==> src/rtl/mips_pkg.sv <==
// Shared definitions for the 5-stage MIPS datapath: default widths,
// ALUOp encodings and the hard-wired zero register specifier.
package mips_pkg;

  localparam int DATA_W = 32;
  localparam int REG_W  = 5;
  localparam int PC_W   = 32;

  localparam logic [1:0] ALUOP_ADD   = 2'b00;
  localparam logic [1:0] ALUOP_SUB   = 2'b01;
  localparam logic [1:0] ALUOP_RTYPE = 2'b10;

  localparam int REG_ZERO = 0;

endpackage

==> src/rtl/hazard_load_use.sv <==
// Load-use comparator: flags a load in EX whose destination is read by the
// instruction currently in ID. Purely combinational.
module hazard_load_use
  import mips_pkg::*;
#(
  parameter int W = REG_W
) (
  input  logic         ex_valid,
  input  logic         ex_mem_read,
  input  logic [W-1:0] ex_rt,
  input  logic         id_valid,
  input  logic [W-1:0] id_rs,
  input  logic [W-1:0] id_rt,
  output logic         load_use_stall
);

  localparam logic [W-1:0] ZERO_REG = W'(REG_ZERO);

  logic ex_is_load;
  logic rs_match;
  logic rt_match;

  // $zero is never a real dependency, even when a load targets it
  assign ex_is_load = ex_valid & ex_mem_read & (ex_rt != ZERO_REG);
  assign rs_match   = (ex_rt == id_rs);
  assign rt_match   = (ex_rt == id_rt);

  assign load_use_stall = ex_is_load & id_valid & (rs_match | rt_match);

endmodule

==> src/rtl/pipe_reg_id_ex.sv <==
// ID/EX pipeline register with stall hold, flush/load-use bubble insertion,
// per-entry valid bit and a saturating bubble counter.
module pipe_reg_id_ex
  import mips_pkg::*;
#(
  parameter int B    = DATA_W,
  parameter int W    = REG_W,
  parameter int PCW  = PC_W,
  parameter int AOPW = 2,
  parameter int CNTW = 16
) (
  input  logic            clk,
  input  logic            reset,
  input  logic            stall_in,
  input  logic            flush_in,
  input  logic            valid_in,
  input  logic [PCW-1:0]  pc_next_in,
  input  logic [B-1:0]    r_data1_in,
  input  logic [B-1:0]    r_data2_in,
  input  logic [B-1:0]    sign_ext_in,
  input  logic [W-1:0]    rs_in,
  input  logic [W-1:0]    rt_in,
  input  logic [W-1:0]    rd_in,
  input  logic            wb_RegWrite_in,
  input  logic            wb_MemtoReg_in,
  input  logic            m_Branch_in,
  input  logic            m_MemRead_in,
  input  logic            m_MemWrite_in,
  input  logic            ex_RegDst_in,
  input  logic            ex_ALUSrc_in,
  input  logic [AOPW-1:0] ex_ALUOp_in,
  output logic [PCW-1:0]  pc_next_out,
  output logic [B-1:0]    r_data1_out,
  output logic [B-1:0]    r_data2_out,
  output logic [B-1:0]    sign_ext_out,
  output logic [W-1:0]    rs_out,
  output logic [W-1:0]    rt_out,
  output logic [W-1:0]    rd_out,
  output logic            wb_RegWrite_out,
  output logic            wb_MemtoReg_out,
  output logic            m_Branch_out,
  output logic            m_MemRead_out,
  output logic            m_MemWrite_out,
  output logic            ex_RegDst_out,
  output logic            ex_ALUSrc_out,
  output logic [AOPW-1:0] ex_ALUOp_out,
  output logic            valid_out,
  output logic            load_use_stall,
  output logic [CNTW-1:0] bubble_count
);

  localparam logic [CNTW-1:0] CNT_MAX = '1;

  logic insert_bubble;
  logic do_load;

  hazard_load_use #(.W(W)) u_hazard (
    .ex_valid       (valid_out),
    .ex_mem_read    (m_MemRead_out),
    .ex_rt          (rt_out),
    .id_valid       (valid_in),
    .id_rs          (rs_in),
    .id_rt          (rt_in),
    .load_use_stall (load_use_stall)
  );

  // stall masks a load-use bubble, but a flush always wins
  assign insert_bubble = flush_in | (~stall_in & load_use_stall);
  assign do_load       = ~stall_in & ~load_use_stall & ~flush_in;

  // Data and specifiers only move on a real load; bubbles leave them parked
  always_ff @(posedge clk) begin
    if (reset) begin
      pc_next_out  <= '0;
      r_data1_out  <= '0;
      r_data2_out  <= '0;
      sign_ext_out <= '0;
      rs_out       <= '0;
      rt_out       <= '0;
      rd_out       <= '0;
    end else if (do_load) begin
      pc_next_out  <= pc_next_in;
      r_data1_out  <= r_data1_in;
      r_data2_out  <= r_data2_in;
      sign_ext_out <= sign_ext_in;
      rs_out       <= rs_in;
      rt_out       <= rt_in;
      rd_out       <= rd_in;
    end
  end

  always_ff @(posedge clk) begin
    if (reset || insert_bubble) begin
      wb_RegWrite_out <= 1'b0;
      wb_MemtoReg_out <= 1'b0;
      m_Branch_out    <= 1'b0;
      m_MemRead_out   <= 1'b0;
      m_MemWrite_out  <= 1'b0;
      ex_RegDst_out   <= 1'b0;
      ex_ALUSrc_out   <= 1'b0;
      ex_ALUOp_out    <= '0;
      valid_out       <= 1'b0;
    end else if (do_load) begin
      wb_RegWrite_out <= wb_RegWrite_in;
      wb_MemtoReg_out <= wb_MemtoReg_in;
      m_Branch_out    <= m_Branch_in;
      m_MemRead_out   <= m_MemRead_in;
      m_MemWrite_out  <= m_MemWrite_in;
      ex_RegDst_out   <= ex_RegDst_in;
      ex_ALUSrc_out   <= ex_ALUSrc_in;
      ex_ALUOp_out    <= ex_ALUOp_in;
      valid_out       <= valid_in;
    end
  end

  always_ff @(posedge clk) begin
    if (reset) begin
      bubble_count <= '0;
    end else if (insert_bubble && (bubble_count != CNT_MAX)) begin
      bubble_count <= bubble_count + CNTW'(1);
    end
  end

endmodule

==> config.mk <==
export PLATFORM = sky130hd
export DESIGN_NAME = pipe_reg_id_ex
export DESIGN_NICKNAME = d
export VERILOG_FILES = /design/src/rtl/mips_pkg.sv /design/src/rtl/hazard_load_use.sv /design/src/rtl/pipe_reg_id_ex.sv
export SDC_FILE = /design/constraint.sdc
export NUM_CORES = 1
export LEC_CHECK = 0
export ABC_AREA = 1
export CAP_MARGIN = 15
export CORE_AREA = 2 2 126 128
export DETAILED_ROUTE_END_ITERATION = 10
export DIE_AREA = 0 0 128 130
export GPL_ROUTABILITY_DRIVEN = 0
export PLACE_DENSITY = 0.86
export SLEW_MARGIN = 20
export SYNTH_ARGS = -nofsm -noshare
export SYNTH_HDL_FRONTEND = slang
export SYNTH_SLANG_ARGS = --single-unit
export TNS_END_PERCENT = 20
==> constraint.sdc <==
create_clock -name clk -period 4.15 [get_ports clk]
set_input_delay 0.83 -clock clk [delete_from_list [all_inputs] [get_ports clk]]
set_output_delay 0.83 -clock clk [all_outputs]
set_load 0.005 [all_outputs]
==> reports/qor.yml <==
run_status:
  status: "complete, no violations"
sta:
  fin_crit_sh_pct: 81.6
  setup-tns-final_ns: 0
  finalSetupViolations: 0
  tightest_slew_ns: 0.788
  rsz0062_at_grt: "no"
  max_freq_mhz: 295
  setup_ws_ns: 0.764
  slew_headroom_pct: 47.5
  hold_slack_ns: 0.459
  slew_violations: 0
  fin_crit_ns: 3.39
  fin_skew_ns: 0.0109
  hold_viol_final: 0
setup_path:
  cp.arrival_ns: 2.56
  endpoint: "load_use_stall"
  cpMaxStageDelayCell: "clkdlybuf4s50_1"
  worst_path_largest_cell_delay_ns: 0.52
  crit_required_ns: 3.32
  crit_family: "buffers and inverters"
  r2r_slack_ns: 1.89
  r2r_start: "rt_out[2]$_SDFFE_PP0P_"
  reg2regPathDepth: 11
  setup.worst_path.start_class: "input port"
  crit_chain: "clkdlybuf4s50_1, inv_1, nand2_1, nand2_1, nor2_1, nand3_1, nand2_2, nand2_4, inv_1, clkdlybuf4s50_1"
  end_kind: "primary output"
  crit_type: "in2out"
  cp_max_fo: 3
  cp_num_buf_inv: 4
  critPathLaunch: "rt_in[2]"
  cp.depth: 10
  r2r_end: "rs_out[4]$_SDFFE_PP0P_"
clock_network:
  clockBufferDepth: 2
  clk_latency_ns: 0.42
  cts_hold_buf: 0
  cts_tree: "done"
  cts-buffers-inserted: 17
  post_cts_resized: 0
  clock-root-buffer: "clkbuf_16"
  post_cts_buffers: 0
  clk_pin_slew_worst_paths_ns: 0.06
  numClockSinks: 169
  cts.htree.levels: 4
final_layout:
  final_cells: 1363
  utilization_pct: 67.8
  syn_to_final_growth_pct: 57.5
  final_layout_size_suffix_gt1_share_pct: 4.44
  final_common_cell: "clkdlybuf4s50_1"
  final_cell_mix: "clkdlybuf4s50_1, nand2_1, nand3_1"
  fillers: 1227
  seqCellArea_sq_um: 3380
  antenna_cells: 0
  num-nets-final: 1316
  multi_input_area_sq_um: 2760
synth:
  ys_types: 23
  syn_avg_cell_area_sq_um: 7.59
  syn_inst: 875
  synth_fp_nets: 1033
  ys_seq_area_share_pct: 51.0
  synth_area_sq_um: 6640
  yosys_warnings: 0
  ys_seq_elements: 169
global_route:
  grt_pass1_vias: 6393
  grt_use_met1_pct: 29.1
  gr-max-usage-layer: "met2"
  antenna_found_initial: 0
  grt_usage_pct: 24.8
  grt_pass1_wl_mm: 32.7
  use_met3_pct: 8.08
  grt_max_degree: 149
  use_met2_pct: 41.9
  overflow: 0
power:
  power.density_nw_per_um2: 362
  ir_worst_vdd_mv: 0.269
  p_leak_nw: 3.88
route:
  remaining_drc_errors: 0
  wirelength_mm: 22.0
  first_pass_iters: 5
  via_per_inst: 5.19
  ant_nets: 0
  drtIter0Drc: 498
  routedWlPerCell_microns: 16.1
  dr_total_vias: 7069
run:
  cap_violations: 0
place:
  place_ws_ns: 0.739
  port_buffers: 326
  placedCellCount: 1331
  hpwl_mm: 15.0
hold_path:
  worstHoldStart: "r_data1_out[20]$_SDFFE_PP0P_"
  hold_path.class: "reg2reg"
  hold-path-cell-count: 2
floorplanning:
  start_util_pct: 43.0
  rows: 46
  core_sq_um: 15400
  die_area_sq_um: 16600
  pin_count: 327
  chipWidth_microns: 128
  die_y_microns: 130
## worst min path at each step
| stage | end | slack (ns) |
|---|---|---|
| floorplan | r_data1_out[10]$_SDFFE_PP0P_ | 0.46 |
| global placement | pc_next_out[16]$_SDFFE_PP0P_ | 0.45 |
| detailed placement | pc_next_out[24]$_SDFFE_PP0P_ | 0.45 |
| CTS | pc_next_out[0]$_SDFFE_PP0P_ | 0.46 |
| global route | pc_next_out[27]$_SDFFE_PP0P_ | 0.47 |
| finish | r_data1_out[20]$_SDFFE_PP0P_ | 0.46 |
## cell families after synthesis
| family | synth area share, % |
|---|---|
| AOI/OAI and AO/OA | 13.0 |
| xor gates and xnor gates | 0.264 |
| adders and majority gates | 0.188 |
| buffers and inverters | 7.52 |
| DFF | 51.0 |
| and+or+nand+nor | 28.0 |
## worst register-to-register path, cell delays in order (launching register included)
cell and delay (ns):
dfxtp_1 0.45, inv_2 0.11, nand2_1 0.08, nand2_1 0.05, nor2_1 0.19, nand3_1 0.12
nand2_2 0.11, nand2_4 0.08, nand2_4 0.37, buf_4 0.39, nand2_1 0.09, a21oi_1 0.15
## registers in the layout (all words and copies together), names as in the netlist, 2 cells and up
name	cells
sign_ext_out	32
r_data1_out	32
rt_out	5
r_data2_out	32
pc_next_out	32
rd_out	5
ex_ALUOp_out	2
bubble_count	16
rs_out	5
## through the flow
stage	total power, mW	cell area, sq um
2_1_floorplan	1.95	6640
3_3_place_gp	2.27	9890
3_5_place_dp	2.28	9890
4_1_cts	3.81	10500
5_1_grt	3.93	10500
6_report	3.78	10500
## report_power, final
group          switching, mW  internal (mW)
sequential            0.0397           1.69
clock                  0.674          0.866
combinational          0.206          0.308
total                  0.920           2.86
## cell usage after synthesis
| cell type | count | area (sq um) |
|---|---|---|
| inv_1 | 29 | 109 |
| clkbuf_1 | 28 | 105 |
| nor2_1 | 34 | 128 |
| nor3_1 | 2 | 10.0 |
| nand2_2 | 1 | 6.26 |
| buf_6 | 4 | 45.0 |
| nand4_1 | 3 | 18.8 |
| nand2_4 | 2 | 22.5 |
| buf_2 | 18 | 90.1 |
| inv_2 | 4 | 15.0 |
| o21ai_0 | 6 | 30.0 |
| nand3_1 | 171 | 856 |
| nand3b_1 | 2 | 15.0 |
| buf_4 | 12 | 90.1 |
| dfxtp_1 | 169 | 3380 |
| xnor2_1 | 2 | 17.5 |
| a21oi_1 | 167 | 836 |
| buf_1 | 8 | 30.0 |
| nor2_2 | 3 | 18.8 |
| nand3_2 | 1 | 10.0 |
| buf_8 | 1 | 15.0 |
| nand2_1 | 207 | 777 |
| ha_1 | 1 | 12.5 |
## area by class of cell
cell class	count	area share (%)
timing repair buffer	335	32.3
clock buffer	20	4.37
clock inverter	12	1.10
inverter	33	1.18
sequential	169	32.3
tap	192	2.30
multi-input combinational	602	26.4
## routing by layer
metal | vias up | part of all wire, % | routed length (microns)
met5 | - | 0 | 0
met4 | 0 | 3.4 | 756
met3 | 54 | 7.5 | 1660
met2 | 263 | 50 | 10900
met1 | 3273 | 39 | 8640
li1 | 3479 | - | -
No activity file was read; power rests on OpenSTA's default activity.
